$ cat src/rtl/edge_pkg.sv
// Shared constants, FSM state type and popcount helper for the ROM edge scanner.
package edge_pkg;

  localparam int unsigned ROW_W    = 64;
  localparam int unsigned NUM_ROWS = 48;
  localparam int unsigned ADDR_W   = 6;
  localparam int unsigned CNT_W    = 12;

  typedef enum logic [1:0] {IDLE, SCAN, DRAIN, DONE} state_t;

  function automatic logic [6:0] popcount(input logic [ROW_W-1:0] v);
    logic [6:0] n;
    n = '0;
    for (int i = 0; i < ROW_W; i++) begin
      n = n + 7'(v[i]);
    end
    return n;
  endfunction

endpackage

$ cat src/rtl/edge_row_calc.sv
// Combinational edge map of one image row against the previous row, plus its pixel count.
module edge_row_calc
  import edge_pkg::*;
(
  input  logic [ROW_W-1:0] cur_row,
  input  logic [ROW_W-1:0] prev_row,
  output logic [ROW_W-1:0] edge_bits,
  output logic [6:0]       pop
);

  logic [ROW_W-1:0] h_edge;
  logic [ROW_W-1:0] v_edge;

  always_comb begin
    // Right shift pulls each pixel's left neighbour into place; a zero enters at the border.
    h_edge    = cur_row ^ (cur_row >> 1);
    v_edge    = cur_row ^ prev_row;
    edge_bits = h_edge | v_edge;
    pop       = popcount(edge_bits);
  end

endmodule

$ cat src/rtl/rom_edge_scanner.sv
// Walks the image ROM once per start, streams per-row edge maps out and totals edge pixels.
module rom_edge_scanner
  import edge_pkg::*;
(
  input  logic              clk,
  input  logic              rst,
  input  logic              start,
  output logic [ADDR_W-1:0] rom_addr,
  input  logic [ROW_W-1:0]  rom_data,
  output logic              out_valid,
  input  logic              out_ready,
  output logic [ROW_W-1:0]  out_data,
  output logic [ADDR_W-1:0] out_row,
  output logic              busy,
  output logic              done,
  output logic [CNT_W-1:0]  edge_count
);

  localparam logic [ADDR_W-1:0] LAST_ROW = ADDR_W'(NUM_ROWS - 1);

  state_t            state;
  logic [ADDR_W-1:0] row_cnt;
  logic [ROW_W-1:0]  prev_row;
  logic [ROW_W-1:0]  edge_bits;
  logic [6:0]        pop;

  edge_row_calc u_calc (
    .cur_row   (rom_data),
    .prev_row  (prev_row),
    .edge_bits (edge_bits),
    .pop       (pop)
  );

  assign rom_addr = row_cnt;

  always_ff @(posedge clk) begin
    if (rst) begin
      state      <= IDLE;
      row_cnt    <= '0;
      prev_row   <= '0;
      out_valid  <= 1'b0;
      out_data   <= '0;
      out_row    <= '0;
      busy       <= 1'b0;
      done       <= 1'b0;
      edge_count <= '0;
    end else begin
      unique case (state)
        IDLE: begin
          if (start) begin
            state      <= SCAN;
            row_cnt    <= '0;
            prev_row   <= '0;
            edge_count <= '0;
            busy       <= 1'b1;
          end
        end
        SCAN: begin
          // Output slot is free when empty or being drained this very cycle.
          if (!out_valid || out_ready) begin
            out_data   <= edge_bits;
            out_row    <= row_cnt;
            out_valid  <= 1'b1;
            prev_row   <= rom_data;
            edge_count <= edge_count + CNT_W'(pop);
            row_cnt    <= row_cnt + 1'b1;
            if (row_cnt == LAST_ROW) begin
              state <= DRAIN;
            end
          end
        end
        DRAIN: begin
          if (out_ready) begin
            out_valid <= 1'b0;
            done      <= 1'b1;
            state     <= DONE;
          end
        end
        DONE: begin
          done  <= 1'b0;
          busy  <= 1'b0;
          state <= IDLE;
        end
        default: state <= IDLE;
      endcase
    end
  end

endmodule

$ cat config.mk
export PLATFORM = sky130hd
export DESIGN_NAME = rom_edge_scanner
export DESIGN_NICKNAME = d
export VERILOG_FILES = /design/src/rtl/edge_pkg.sv /design/src/rtl/edge_row_calc.sv /design/src/rtl/rom_edge_scanner.sv
export SDC_FILE = /design/constraint.sdc
export NUM_CORES = 1
export LEC_CHECK = 0
export ABC_AREA = 1
export CAP_MARGIN = 0
export CORE_ASPECT_RATIO = 1.75
export CORE_UTILIZATION = 50
export CTS_BUF_LIST = sky130_fd_sc_hd__clkbuf_2 sky130_fd_sc_hd__clkbuf_4 sky130_fd_sc_hd__clkbuf_8
export DETAILED_ROUTE_END_ITERATION = 6
export MAX_ROUTING_LAYER = met4
export PLACE_DENSITY = 0.8
export SETUP_SLACK_MARGIN = 0.5
export SYNTH_ARGS = -nofsm -noshare
export SYNTH_HDL_FRONTEND = slang
export SYNTH_HIERARCHICAL = 1
export SYNTH_SLANG_ARGS = --single-unit
$ cat constraint.sdc
create_clock -name clk -period 7.6 [get_ports clk]
set_clock_uncertainty 0.1 [all_clocks]
set_input_delay 1.52 -clock clk [delete_from_list [all_inputs] [get_ports clk]]
set_output_delay 1.52 -clock clk [all_outputs]
set_load 0.02 [all_outputs]
==> results of run 1 <==
==> kinds of logic after synthesis <==
family          after synthesis  synth area share [%]
simple gates                453                  20.0
buf+inv                     232                  10.5
flops                       157                  35.7
compound gates              264                  17.2
fa+ha+maj                    82                  16.3
xor+xnor                      3                 0.298
==> stage by stage <==
stage | utilization [%] | TNS [ns] | std cells
6_report | 69.4 | -1.50 | 1677
5_1_grt | 69.4 | -3.92 | 1677
4_1_cts | 68.4 | -2.36 | 1667
3_5_place_dp | 65.8 | -10.87 | 1630
3_3_place_gp | 65.8 | -9.35 | 1630
2_1_floorplan | - | -0.765 | 1191
==> routing by layer <==
| metal | wire length, um | GRT usage [%] | part of all wire [%] | vias up |
|---|---|---|---|---|
| met5 | 0 | - | 0 | - |
| met4 | 1180 | 15.2 | 4.8 | 0 |
| met3 | 878 | 4.21 | 3.5 | 72 |
| met2 | 13900 | 53.5 | 56 | 232 |
| met1 | 8770 | 26.9 | 35 | 4139 |
| li1 | - | - | - | 4261 |
==> flip-flops by register name, indices dropped and copies added, names as in the netlist <==
signal / count
rom_addr: 6
out_row: 6
state: 2
out_data: 64
done: 1
edge_count: 12
busy: 1
out_valid: 1
prev_row: 64
==> critical path: cells and delay by family <==
| family | cells | cell delay [ns] |
|---|---|---|
| AND/OR/NAND/NOR | 12 | 0.95 |
| buffers and inverters | 5 | 0.45 |
| XOR/XNOR | 1 | 0.17 |
| AO/OA/AOI/OAI | 1 | 0.09 |
| adder cells (fa/ha/maj) | 11 | 4.87 |
==> area by class of cell <==
| class | count | area [um^2] |
|---|---|---|
| diodes | 1 | 2.50 |
| clock buffers | 19 | 249 |
| clock inverters | 13 | 106 |
| fillers | 1428 | 5240 |
| inverters | 187 | 702 |
| multi-input cells | 802 | 5070 |
| flip-flops and latches | 157 | 3140 |
| well taps | 227 | 284 |
| repair buffers | 271 | 2310 |
==> worst paths after layout <==
check,from,end,depth (start not counted)
max,rom_data[60],edge_count[9]$_SDFFE_PP0P_,30
min,out_data[31]$_SDFFE_PP0P_,out_data[31]$_SDFFE_PP0P_,2
max reg2reg,prev_row[33]$_SDFFE_PP0P_,edge_count[9]$_SDFFE_PP0P_,31
min reg2reg,out_data[31]$_SDFFE_PP0P_,out_data[31]$_SDFFE_PP0P_,2
==> layout by cell type (no fill, tap or decap), types with 3 or more instances in the layout <==
master | synthesis | layout
nor2_1 | 253 | 245
dfxtp_1 | 157 | 157
nand2_1 | 169 | 156
inv_1 | 185 | 154
buf_4 | 5 | 113
o21ai_0 | 148 | 112
clkdlybuf4s50_1 | 0 | 93
a22oi_1 | 67 | 67
fa_1 | 55 | 51
inv_2 | 1 | 32
o21ai_2 | 0 | 31
ha_1 | 27 | 23
clkbuf_2 | 0 | 22
o21ai_1 | 17 | 21
dlygate4sd2_1 | 0 | 19
a21oi_1 | 21 | 17
clkbuf_8 | 0 | 17
nand3_1 | 21 | 13
nand2_2 | 2 | 11
dlymetal6s2s_1 | 0 | 10
nand3_2 | 1 | 8
nor2_2 | 0 | 7
clkdlybuf4s15_1 | 0 | 6
a21oi_2 | 1 | 5
inv_6 | 0 | 5
clkinvlp_4 | 0 | 5
o21a_1 | 5 | 5
nand2_4 | 0 | 4
fa_2 | 0 | 4
buf_2 | 16 | 4
a211oi_1 | 3 | 3
nand4_1 | 3 | 3
ha_4 | 0 | 3
buf_6 | 2 | 3
xor2_1 | 3 | 3
==> repair_timing <==
item                                    in CTS  in global routing
buffers inserted                             5                  9
pin swaps                                   45                 62
gates resized for setup                    146                115
endpoints found under the setup margin      12                 12
==> impl_metrics.ini, run 1 <==
[run_status]
status = finished, violations left
violations = negative setup slack

[yosys]
post_synth_most_frequent_cells = 253 x nor2_1, 185 x inv_1, 169 x nand2_1
yosys.cell_types.count = 30
synth_area_per_cell_um2 = 7.40
dominantRegCellSynth = dfxtp_1
number_of_flops_mapped_to_enable_cells_by_yosys = 0
synth-async-reset-ratio_pct = 0
synth_cells = 1191
synth_area_um2 = 8810
yosysMostFrequentCell = nor2_1
synth_seq_area_share_pct = 35.7
synth.ff_latch_count = 157
postSynthNetCount = 1341
synth.yosys.warnings = 6
dominant_cells_by_area_after_synthesis = dfxtp_1 36%, fa_1 12%, nor2_1 11%, o21ai_0 8.4%, inv_1 7.9%
synth_top_cell_by_area = dfxtp_1
synth_top_cell_area_share_pct = 35.7

[layout]
finish.instance_area_um2 = 11900
final_layout_size_suffix_gt1_share_pct = 19.8
area_delta_synth_final_pct = 34.6
final_nets = 1586

[sta]
maximum_clock_frequency_mhz = 128
fin_crit_sh_pct = 103
postLayoutSetupSlackWorst_ns = -0.207
relSlewSlack_pct = 41.7
finalHoldViolations = 0
final-max-slew-violation-count = 0
setup-violations-final = 10
final.hold.worst_slack_ns = 0.387
finalCriticalPeriod_ns = 7.81
max_slew.worst_pin.slew_ns = 0.871
rsz0062_at_grt = true

[setup_path]
startpoint_type = primary input
cpMostUsedCell = fa_1
timing.critical_path.to_type = flop
r2r_setup_slack_ns = 0.59
setup.worst_path.class = in2reg
cpPeakStageDelay_ns = 0.54
critPathRequiredTime_ns = 7.85
worst-endpoint-arrival_ns = 8.06
max_fo_critical_path = 4
critical-path-slowest-cell = fa_1

[clocking]
clkSinkCount = 157
clk_path_buf_depth = 2
clk_root_buffer_cell = clkbuf_8
cts_tree = done
cts-hold-fix-buffers = 0
clock_buffer_count_from_cts = 17
cts.clk_slew.worst_paths_ns = 0.08
clkLatencyLatePin_ns = 0.46
h-tree-depth = 4

[detailed_routing]
vias = 8704
drt-pass1-iter-count = 7
wirelength_um = 24800
drt.antenna.violating_nets = 0
detailedRoute.firstIterationViolations = 401
route.detailed.drc = 0
dr_wl_cell_um = 14.8
route.detailed.vias_per_inst = 5.19

[min_path]
hold_path_class = reg2reg

[floorplan]
start_util_pct = 51.5
die-width_um = 102
dieArea_um2 = 18200
core_box_area_um2 = 17100
placement_rows = 63
ios = 159
die_h_um = 178

[global_routing]
grt_first_pass_wirelength_um = 38900
grt_use_total_pct = 28.4
first_global_vias = 8652
initial_antenna_violation_count = 1
grt_max_degree = 76
grt_remaining_overflow = 0

[placement]
dpl.hpwl_um = 17700
port_buffers = 158
gpl.final_weighted_congestion = 0.861
preCtsSetupSlack_ns = -1.09
placedInstanceArea_um2 = 11300

[flow_run]
max_cap_violations = 0
Power of run 1 is not shown: default switching activity piles up to over one toggle a cycle in this logic, so the estimate is an artifact.
==> inputs of run 2 (changes only) <==
--- a/config.mk
+++ b/config.mk
@@ -6,13 +6,15 @@
 export NUM_CORES = 1
 export LEC_CHECK = 0
 export ABC_AREA = 1
-export CAP_MARGIN = 0
+export CAP_MARGIN = 20
+export CELL_PAD_IN_SITES_DETAIL_PLACEMENT = 2
+export CELL_PAD_IN_SITES_GLOBAL_PLACEMENT = 2
 export CORE_ASPECT_RATIO = 1.75
-export CORE_UTILIZATION = 50
+export CORE_UTILIZATION = 28
 export CTS_BUF_LIST = sky130_fd_sc_hd__clkbuf_2 sky130_fd_sc_hd__clkbuf_4 sky130_fd_sc_hd__clkbuf_8
 export DETAILED_ROUTE_END_ITERATION = 6
 export MAX_ROUTING_LAYER = met4
-export PLACE_DENSITY = 0.8
+export PLACE_DENSITY_LB_ADDON = 0.1
 export SETUP_SLACK_MARGIN = 0.5
 export SYNTH_ARGS = -nofsm -noshare
 export SYNTH_HDL_FRONTEND = slang
==> constraint.sdc (replaced) <==
create_clock -name clk -period 7.6 [get_ports clk]
set_clock_uncertainty 0.1 [all_clocks]
set_input_delay 0.76 -clock clk [delete_from_list [all_inputs] [get_ports clk]]
set_output_delay 0.76 -clock clk [all_outputs]
set_load 0.02 [all_outputs]
==> impl_metrics.ini, run 2 (same netlist as run 1, synthesis figures left out) <==
[global_routing]
grt_max_degree = 67
grt_use_total_pct = 21.4
grt_remaining_overflow = 0
grt_first_pass_wirelength_um = 50500
first_global_vias = 9841
initial_antenna_violation_count = 1

[layout]
num-fill-cells = 3587
final_layout_size_suffix_gt1_share_pct = 18.0
multi_input_area_um2 = 5040
top_regs = out_data x64, prev_row x64, edge_count x12
area_delta_synth_final_pct = 39.5
area.sequential_um2 = 3150
most-common-layout-cells = 251 x nor2_1, 158 x inv_1, 155 x dfxtp_1, 153 x nand2_1, 114 x buf_4
final_nets = 1587
commonest_non_fill_non_tap_cell_in_the_layout = nor2_1

[floorplan]
placement_rows = 85
die_h_um = 237
start_util_pct = 28.6
die-width_um = 136
core_box_area_um2 = 30800
dieArea_um2 = 32200
ios = 159

[run_status]
status = finished clean

[flow_run]
max_cap_violations = 0

[setup_path]
timing.critical_path.to_type = flop
cpMostUsedCell = fa_1
startpoint_type = primary input
r2r.worst_path.cells = 30
crit-reg2reg-capture = edge_count[7]$_SDFFE_PP0P_
r2r_setup_slack_ns = 0.48
max_fo_critical_path = 4
cpPeakStageDelay_ns = 0.60
critical-path-slowest-cell = fa_2
worstReg2RegStart = prev_row[37]$_SDFFE_PP0P_
cp-startpoint = rom_data[52]
worst_setup_endpoint = edge_count[7]$_SDFFE_PP0P_
critPathRequiredTime_ns = 7.90
setup.worst_path.class = in2reg
worst-endpoint-arrival_ns = 7.51

[clocking]
clk_path_buf_depth = 2
cts-hold-fix-buffers = 0
cts.clk_slew.worst_paths_ns = 0.09
cts_tree = done
clk_root_buffer_cell = clkbuf_8
h-tree-depth = 4
clkLatencyLatePin_ns = 0.50
clock_buffer_count_from_cts = 17
clkSinkCount = 157

[detailed_routing]
drt-pass1-iter-count = 4
detailedRoute.firstIterationViolations = 162
drt.antenna.violating_nets = 0
wirelength_um = 32200
route.detailed.drc = 0
vias = 8782
dr_wl_cell_um = 17.5
route.detailed.vias_per_inst = 4.77

[sta]
setup-violations-final = 0
fin_crit_sh_pct = 94.8
finalCriticalPeriod_ns = 7.21
finalHoldViolations = 0
rsz0062_at_grt = true
max_slew.worst_pin.slew_ns = 1.01
postLayoutSetupSlackWorst_ns = 0.393
relSlewSlack_pct = 32.3
final-max-slew-violation-count = 0
maximum_clock_frequency_mhz = 139

[min_path]
hold_path_class = reg2reg

[placement]
preCtsSetupSlack_ns = -0.757
gpl.final_weighted_congestion = 0.755
port_buffers = 158
dpl.hpwl_um = 23700
[run 2: cell type report]
cell class	count	area share [%]
antenna	1	0.0203
clock buffer	24	2.58
clock inverter	6	0.875
inverter	187	5.71
multi-input combinational	802	41.0
sequential	157	25.6
tap	391	3.98
timing repair buffer	272	20.3
[run 2: worst min path at each step]
stage | from | cells after the start | slack, ns | endpoint
final | out_row[1]$_SDFFE_PP0P_ | 2 | 0.39 | out_row[1]$_SDFFE_PP0P_
after global routing | out_data[43]$_SDFFE_PP0P_ | 2 | 0.42 | out_data[43]$_SDFFE_PP0P_
after CTS | out_row[1]$_SDFFE_PP0P_ | 2 | 0.39 | out_row[1]$_SDFFE_PP0P_
after detailed placement | out_row[1]$_SDFFE_PP0P_ | 2 | 0.37 | out_row[1]$_SDFFE_PP0P_
after global placement | out_data[45]$_SDFFE_PP0P_ | 2 | 0.36 | out_data[45]$_SDFFE_PP0P_
after floorplan | prev_row[63]$_SDFFE_PP0P_ | 2 | 0.37 | prev_row[63]$_SDFFE_PP0P_
[run 2: worst max-delay path, delay by kind of cell]
| kind | cells | cell delay, ns |
|---|---|---|
| adders and majority gates | 11 | 5.03 |
| buffers and inverters | 7 | 0.74 |
| and+or+nand+nor | 7 | 0.55 |
| AOI/OAI and AO/OA | 3 | 0.27 |
| xor gates and xnor gates | 1 | 0.17 |
[run 2: metal layers]
metal	global-route usage [%]	vias up	share of wire, %
li1	-	4249	-
met1	20.5	4379	37
met2	41.7	118	58
met3	2.87	36	2.4
met4	8.55	0	3.0
met5	-	-	0
[run 2: what timing repair did]
action,in CTS,in global routing
setup buffers,3,12
pin swaps,14,68
endpoints found under the hold margin,0,0
endpoints found under the setup margin,11,11
gates resized for setup,51,162
[run 2: through the flow]
| stage | cell area (um^2) | TNS (ns) | std cells | util [%] | hold WS [ns] |
|---|---|---|---|---|---|
| finish | 12300 | 0 | 1840 | 39.9 | 0.387 |
| global route | 12300 | 0 | 1840 | 39.9 | 0.422 |
| CTS | 11900 | 0 | 1827 | 38.6 | 0.393 |
| detailed placement | 11400 | -6.28 | 1794 | 37.0 | 0.373 |
| global placement | 11400 | -5.38 | 1794 | 37.0 | 0.362 |
| floorplan | 8820 | 0 | 1191 | - | 0.373 |
Power of run 2 is left out for the same reason.
